## src/rtl/trafficlight_timer_if.sv

```systemverilog
// rtl/trafficlight_timer_if.sv - controller-facing signal bundle of the traffic-light timer
interface trafficlight_timer_if;
    logic       cntr_reset;
    logic [2:0] rgb;
    logic       btn_raw;
    logic       tick;
    logic       btn;
    logic       expired;

    modport master (
        output cntr_reset, rgb, btn_raw,
        input  tick, btn, expired
    );

    modport slave (
        input  cntr_reset, rgb, btn_raw,
        output tick, btn, expired
    );
endinterface

```

## src/rtl/trafficlight_timer.sv

```systemverilog
// rtl/trafficlight_timer.sv - prescaled per-light phase timer plus pushbutton synchroniser/debouncer
module trafficlight_timer #(
    parameter int PRESCALE = 1000,
    parameter int T_RED    = 8,
    parameter int T_YELLOW = 2,
    parameter int T_GREEN  = 6,
    parameter int DEBOUNCE = 16,
    parameter int CNT_W    = 16
) (
    input logic                clk,
    input logic                res,
    trafficlight_timer_if.slave bus
);
    // A zero-length phase would never expire, so it is stretched to one unit.
    localparam logic [CNT_W-1:0] L_RED    = (T_RED    < 1) ? CNT_W'(1) : CNT_W'(T_RED);
    localparam logic [CNT_W-1:0] L_YELLOW = (T_YELLOW < 1) ? CNT_W'(1) : CNT_W'(T_YELLOW);
    localparam logic [CNT_W-1:0] L_GREEN  = (T_GREEN  < 1) ? CNT_W'(1) : CNT_W'(T_GREEN);
    localparam logic [CNT_W-1:0] L_PRE_MAX = CNT_W'(PRESCALE - 1);
    localparam logic [CNT_W-1:0] L_DB_MAX  = CNT_W'(DEBOUNCE - 1);

    typedef enum logic {S_COUNTING, S_EXPIRED} state_t;

    state_t           r_state;
    logic [CNT_W-1:0] r_pre;
    logic [CNT_W-1:0] r_unit;
    logic [CNT_W-1:0] r_target;
    logic             r_tick;
    logic             r_expired;
    logic [CNT_W-1:0] w_sel_target;

    logic             r_sync1;
    logic             r_sync2;
    logic             r_level;
    logic [CNT_W-1:0] r_dcnt;
    logic             r_btn;

    always_comb begin
        w_sel_target = L_RED;
        case (bus.rgb)
            3'b100:  w_sel_target = L_RED;
            3'b110:  w_sel_target = L_YELLOW;
            3'b010:  w_sel_target = L_GREEN;
            default: w_sel_target = L_RED;
        endcase
    end

    always_ff @(posedge clk or posedge res) begin
        if (res) begin
            r_state   <= S_COUNTING;
            r_pre     <= '0;
            r_unit    <= '0;
            r_target  <= L_RED;
            r_tick    <= 1'b0;
            r_expired <= 1'b0;
        end else if (bus.cntr_reset) begin
            r_state   <= S_COUNTING;
            r_pre     <= '0;
            r_unit    <= '0;
            r_target  <= w_sel_target;
            r_tick    <= 1'b0;
            r_expired <= 1'b0;
        end else begin
            r_tick <= 1'b0;
            case (r_state)
                S_COUNTING: begin
                    if (r_pre == L_PRE_MAX) begin
                        r_pre <= '0;
                        if (r_unit == r_target - CNT_W'(1)) begin
                            r_unit    <= '0;
                            r_tick    <= 1'b1;
                            r_expired <= 1'b1;
                            r_state   <= S_EXPIRED;
                        end else begin
                            r_unit <= r_unit + CNT_W'(1);
                        end
                    end else begin
                        r_pre <= r_pre + CNT_W'(1);
                    end
                end
                S_EXPIRED: begin
                    r_pre  <= '0;
                    r_unit <= '0;
                end
                default: r_state <= S_COUNTING;
            endcase
        end
    end

    // Only a sustained mismatch between the synchronised input and the accepted level moves the level.
    always_ff @(posedge clk or posedge res) begin
        if (res) begin
            r_sync1 <= 1'b0;
            r_sync2 <= 1'b0;
            r_level <= 1'b0;
            r_dcnt  <= '0;
            r_btn   <= 1'b0;
        end else begin
            r_sync1 <= bus.btn_raw;
            r_sync2 <= r_sync1;
            r_btn   <= 1'b0;
            if (r_sync2 != r_level) begin
                if (r_dcnt == L_DB_MAX) begin
                    r_level <= r_sync2;
                    r_dcnt  <= '0;
                    r_btn   <= r_sync2;
                end else begin
                    r_dcnt <= r_dcnt + CNT_W'(1);
                end
            end else begin
                r_dcnt <= '0;
            end
        end
    end

    assign bus.tick    = r_tick;
    assign bus.btn     = r_btn;
    assign bus.expired = r_expired;
endmodule

```

## src/flat_wrapper.sv

```systemverilog
// flat-port wrapper written by rule: the top's interface ports become plain ports
module trafficlight_timer_flat 
#(
    parameter int PRESCALE = 1000,
    parameter int T_RED    = 8,
    parameter int T_YELLOW = 2,
    parameter int T_GREEN  = 6,
    parameter int DEBOUNCE = 16,
    parameter int CNT_W    = 16
)
  (clk, res, bus_cntr_reset, bus_rgb, bus_btn_raw, bus_tick, bus_btn, bus_expired);
  trafficlight_timer_if bus_i ();
  input logic clk;
  input logic res;
  input wire logic [$bits(bus_i.cntr_reset)-1:0] bus_cntr_reset;
  input wire logic [$bits(bus_i.rgb)-1:0] bus_rgb;
  input wire logic [$bits(bus_i.btn_raw)-1:0] bus_btn_raw;
  output wire logic [$bits(bus_i.tick)-1:0] bus_tick;
  output wire logic [$bits(bus_i.btn)-1:0] bus_btn;
  output wire logic [$bits(bus_i.expired)-1:0] bus_expired;
  assign bus_i.cntr_reset = bus_cntr_reset;
  assign bus_i.rgb = bus_rgb;
  assign bus_i.btn_raw = bus_btn_raw;
  assign bus_tick = bus_i.tick;
  assign bus_btn = bus_i.btn;
  assign bus_expired = bus_i.expired;
  trafficlight_timer #(.PRESCALE(PRESCALE), .T_RED(T_RED), .T_YELLOW(T_YELLOW), .T_GREEN(T_GREEN), .DEBOUNCE(DEBOUNCE), .CNT_W(CNT_W)) u_core (.clk(clk), .res(res), .bus(bus_i));
endmodule
```

## config.mk

```make
export PLATFORM = sky130hd
export DESIGN_NAME = trafficlight_timer_flat
export DESIGN_NICKNAME = d
export VERILOG_FILES = /design/src/rtl/trafficlight_timer_if.sv /design/src/rtl/trafficlight_timer.sv /design/src/flat_wrapper.sv
export SDC_FILE = /design/constraint.sdc
export NUM_CORES = 1
export LEC_CHECK = 0
export BUFFER_PORTS_ARGS = -buffer_cell sky130_fd_sc_hd__clkbuf_2
export CAP_MARGIN = 0
export CORE_MARGIN = 2
export CORE_UTILIZATION = 30
export DETAILED_ROUTE_END_ITERATION = 8
export PLACE_DENSITY = 0.44
export SLEW_MARGIN = 20
export SYNTH_ARGS = -nofsm -noshare
export SYNTH_HDL_FRONTEND = slang
export SYNTH_SLANG_ARGS = --single-unit
```

## constraint.sdc

```tcl
create_clock -name clk -period 5.33 [get_ports clk]
set_input_delay 0.533 -clock clk [delete_from_list [all_inputs] [get_ports clk]]
set_output_delay 0.533 -clock clk [all_outputs]
set_load 0.005 [all_outputs]
```

==> results.cfg <==
[route]
post_drt_wl_per_cell_um = 13.75
ant_nets = 0
vias_per_cell = 4.951
vias = 2302
wl_um = 6395
first_pass_iters = 4
drc = 0
drtIter0Drc = 147

[setup_path]
path_class = flop to flop
crit_chain = inv_1 -> ha_1 -> ha_1 -> or3_1 -> a211oi_1 -> o2111ai_2 -> and4_1 -> a221o_1
crit_path_start_kind = flop
crit_fanout = 23
end_kind = flop
required_ns = 5.56
slowest_delay_ns = 0.57
cp_common_cell = ha_1
worstPathArrival_ns = 3.10
worst_path_max_delay_cell = o2111ai_2

[timing]
setup_viol = 0
rsz0062_at_grt = false
drv_slew = 0
fin_setup_tns_ns = 0
tightest_slew_ns = 1.020
final.min_clock_period_ns = 2.869
period_share_pct = 53.83
clock_skew_ns = 0.01124
fmax_mhz = 348.5
slew_headroom_pct = 31.99
hold_viol_final = 0
timing.hold.ws_ns = 0.1406

[synth]
synth_fp_nets = 328
ys_types = 48
synth-edff-count = 0
yosysWarnings = 0
ys_top_cells_by_count = dfrtp_1, nor2_1, nand3_1, nand2_1, xnor2_1
synth-main-ff-cell = dfrtp_1
seq_area_frac_synth_pct = 48.44
syn_area_sq_um = 2999
synth_area_leader_cell = dfrtp_1
async_flop_share_pct = 100.0
avgSynthCellArea_sq_um = 9.491
post-synth-top-count-cell = dfrtp_1
ys_seq_elements = 58
syn_inst = 316
synth_top_area_share_pct = 47.56
netlist_top_cells_area = dfrtp_1, nand3_1, xnor2_1, nor2_1, xor2_1

[clock_tree]
clk_path_buf_depth = 2
cts.root.buffer_cell = clkbuf_8
cts_inserted_buffers = 9
clk_pin_slew_ns = 0.07
cts_sinks = 58
cts_resized = 0
cts_tree = done
clock_latency_ns = 0.34
post_cts_buffers = 0
ctsHoldBuffers = 0
h-tree-depth = 3

[floorplan]
die_height_um = 104.0
die_w_um = 104.0
start_util_pct = 30.83
num_rows = 36
die_area_sq_um = 10810
io_pins = 10
coreArea_sq_um = 9729

[power_and_ir_drop]
finalPower_mw = 0.9478
max-vdd-ir-drop_mv = 0.09340
p_per_area_nw_per_um2 = 279.0
power.leakage_nw = 1.386

[grt]
grt_pass1_vias = 2153
grt.overflow.total = 0
grt_pass1_wl_um = 10860
grt_start_max_net_pins = 42
antenna_found_initial = 0
grt_usage_pct = 12.48

[placement]
dp_hpwl_um = 4255
numPortBuffers = 9
placedCellCount = 449
place_congestion = 0.7272

[layout]
area_delta_synth_final_pct = 13.27
nets = 339
final_cells = 465
drive_above_1_share_pct = 10.54
fin_util_pct = 34.92
fillCellCount = 1031
diodes = 0

[job]
drv_cap = 0

[status]
status = complete, no violations

[worst_hold_path]
hp-class = primary input to asynchronous set/reset pin
[cell type report]
cell class,instances,area [sq um],area share [%]
clock buffers,9,123.9,3.646
flip-flops and latches,58,1453,42.76
multi-input cells,232,1444,42.50
well taps,133,166.4,4.899
clock inverters,7,93.84,2.762
repair buffers,11,60.06,1.768
inverters,15,56.30,1.657
[stage by stage]
step,setup slack [ns],instance area [sq um]
global placement,2.526,3179
global route,2.291,3397
finish,2.461,3397
detailed placement,2.484,3179
floorplan,3.200,2999
CTS,2.478,3397
[registers in the layout, summed over array words and instances (netlist names)]
signal              cells
u_core.r_dcnt          16
u_core.bus.tick         1
u_core.r_state          1
u_core.r_unit          16
u_core.r_pre           16
u_core.bus.btn          1
u_core.bus.expired      1
u_core.r_sync1          1
u_core.r_sync2          1
u_core.r_level          1
u_core.r_target         3
[layout by cell type (no fill, tap or decap), types with 2 or more instances in the layout]
cell / n
a21oi_1: 3
a31oi_1: 7
a41oi_1: 2
and2_1: 2
and3_1: 8
and4_1: 5
buf_4: 2
bufinv_16: 2
clkbuf_2: 9
clkbuf_8: 9
clkinv_2: 2
clkinvlp_4: 2
dfrtp_1: 57
ha_1: 5
inv_1: 14
mux2i_1: 5
nand2_1: 25
nand3_1: 32
nand3b_1: 2
nand4_1: 14
nor2_1: 40
nor3_1: 10
nor4_1: 7
o211ai_1: 3
o21ai_0: 5
o22ai_1: 2
or3_1: 3
xnor2_1: 18
xor2_1: 12
[per-layer routing]
layer / up-vias / share of wire, % / global-route usage [%]
li1: 1148 / - / -
met3: 10 / 3.4 / 3.258
met1: 1109 / 51 / 17.40
met4: 0 / 1.3 / 4.344
met2: 35 / 45 / 18.75
met5: - / 0 / 0
[where the power goes]
group / switching, mW / leakage [nW] / internal (mW)
combinational: 0.0274 / 0.484 / 0.0139
sequential: 0.00563 / 0.796 / 0.447
clock: 0.192 / 0.105 / 0.262
[final timing paths]
check                                   startpoint                end  slack [ns]  cells past startpoint
worst max-delay path            u_core.r_target[1]   u_core.r_unit[8]        2.46                      8
worst max register to register  u_core.r_target[1]   u_core.r_unit[8]        2.46                      8
min in group clk                       bus_btn_raw     u_core.r_sync1        0.30                      1
worst min register to register      u_core.r_sync1     u_core.r_sync2        0.35                      0
worst min-delay path                           res   u_core.r_unit[8]        0.14                      2
max in group asynchronous                      res  u_core.r_dcnt[13]        4.31                      3
[logic make-up after synthesis]
kind of cell / count (synthesis) / synth area share (%)
flops: 58 / 48.44
fa+ha+maj: 5 / 2.086
simple gates: 159 / 27.58
buf+inv: 26 / 3.421
xor+xnor: 30 / 8.761
mux: 6 / 2.044
compound gates: 32 / 7.676
[critical path: cells and delay by family (launching register included)]
| family | cells | cell delay [ns] |
|---|---|---|
| adders and majority gates | 2 | 0.40 |
| buffers and inverters | 1 | 0.07 |
| AOI/OAI and AO/OA | 3 | 1.10 |
| DFF | 1 | 0.39 |
| and+or+nand+nor | 2 | 0.79 |
Note: power is estimated with default switching activity, not from simulation.
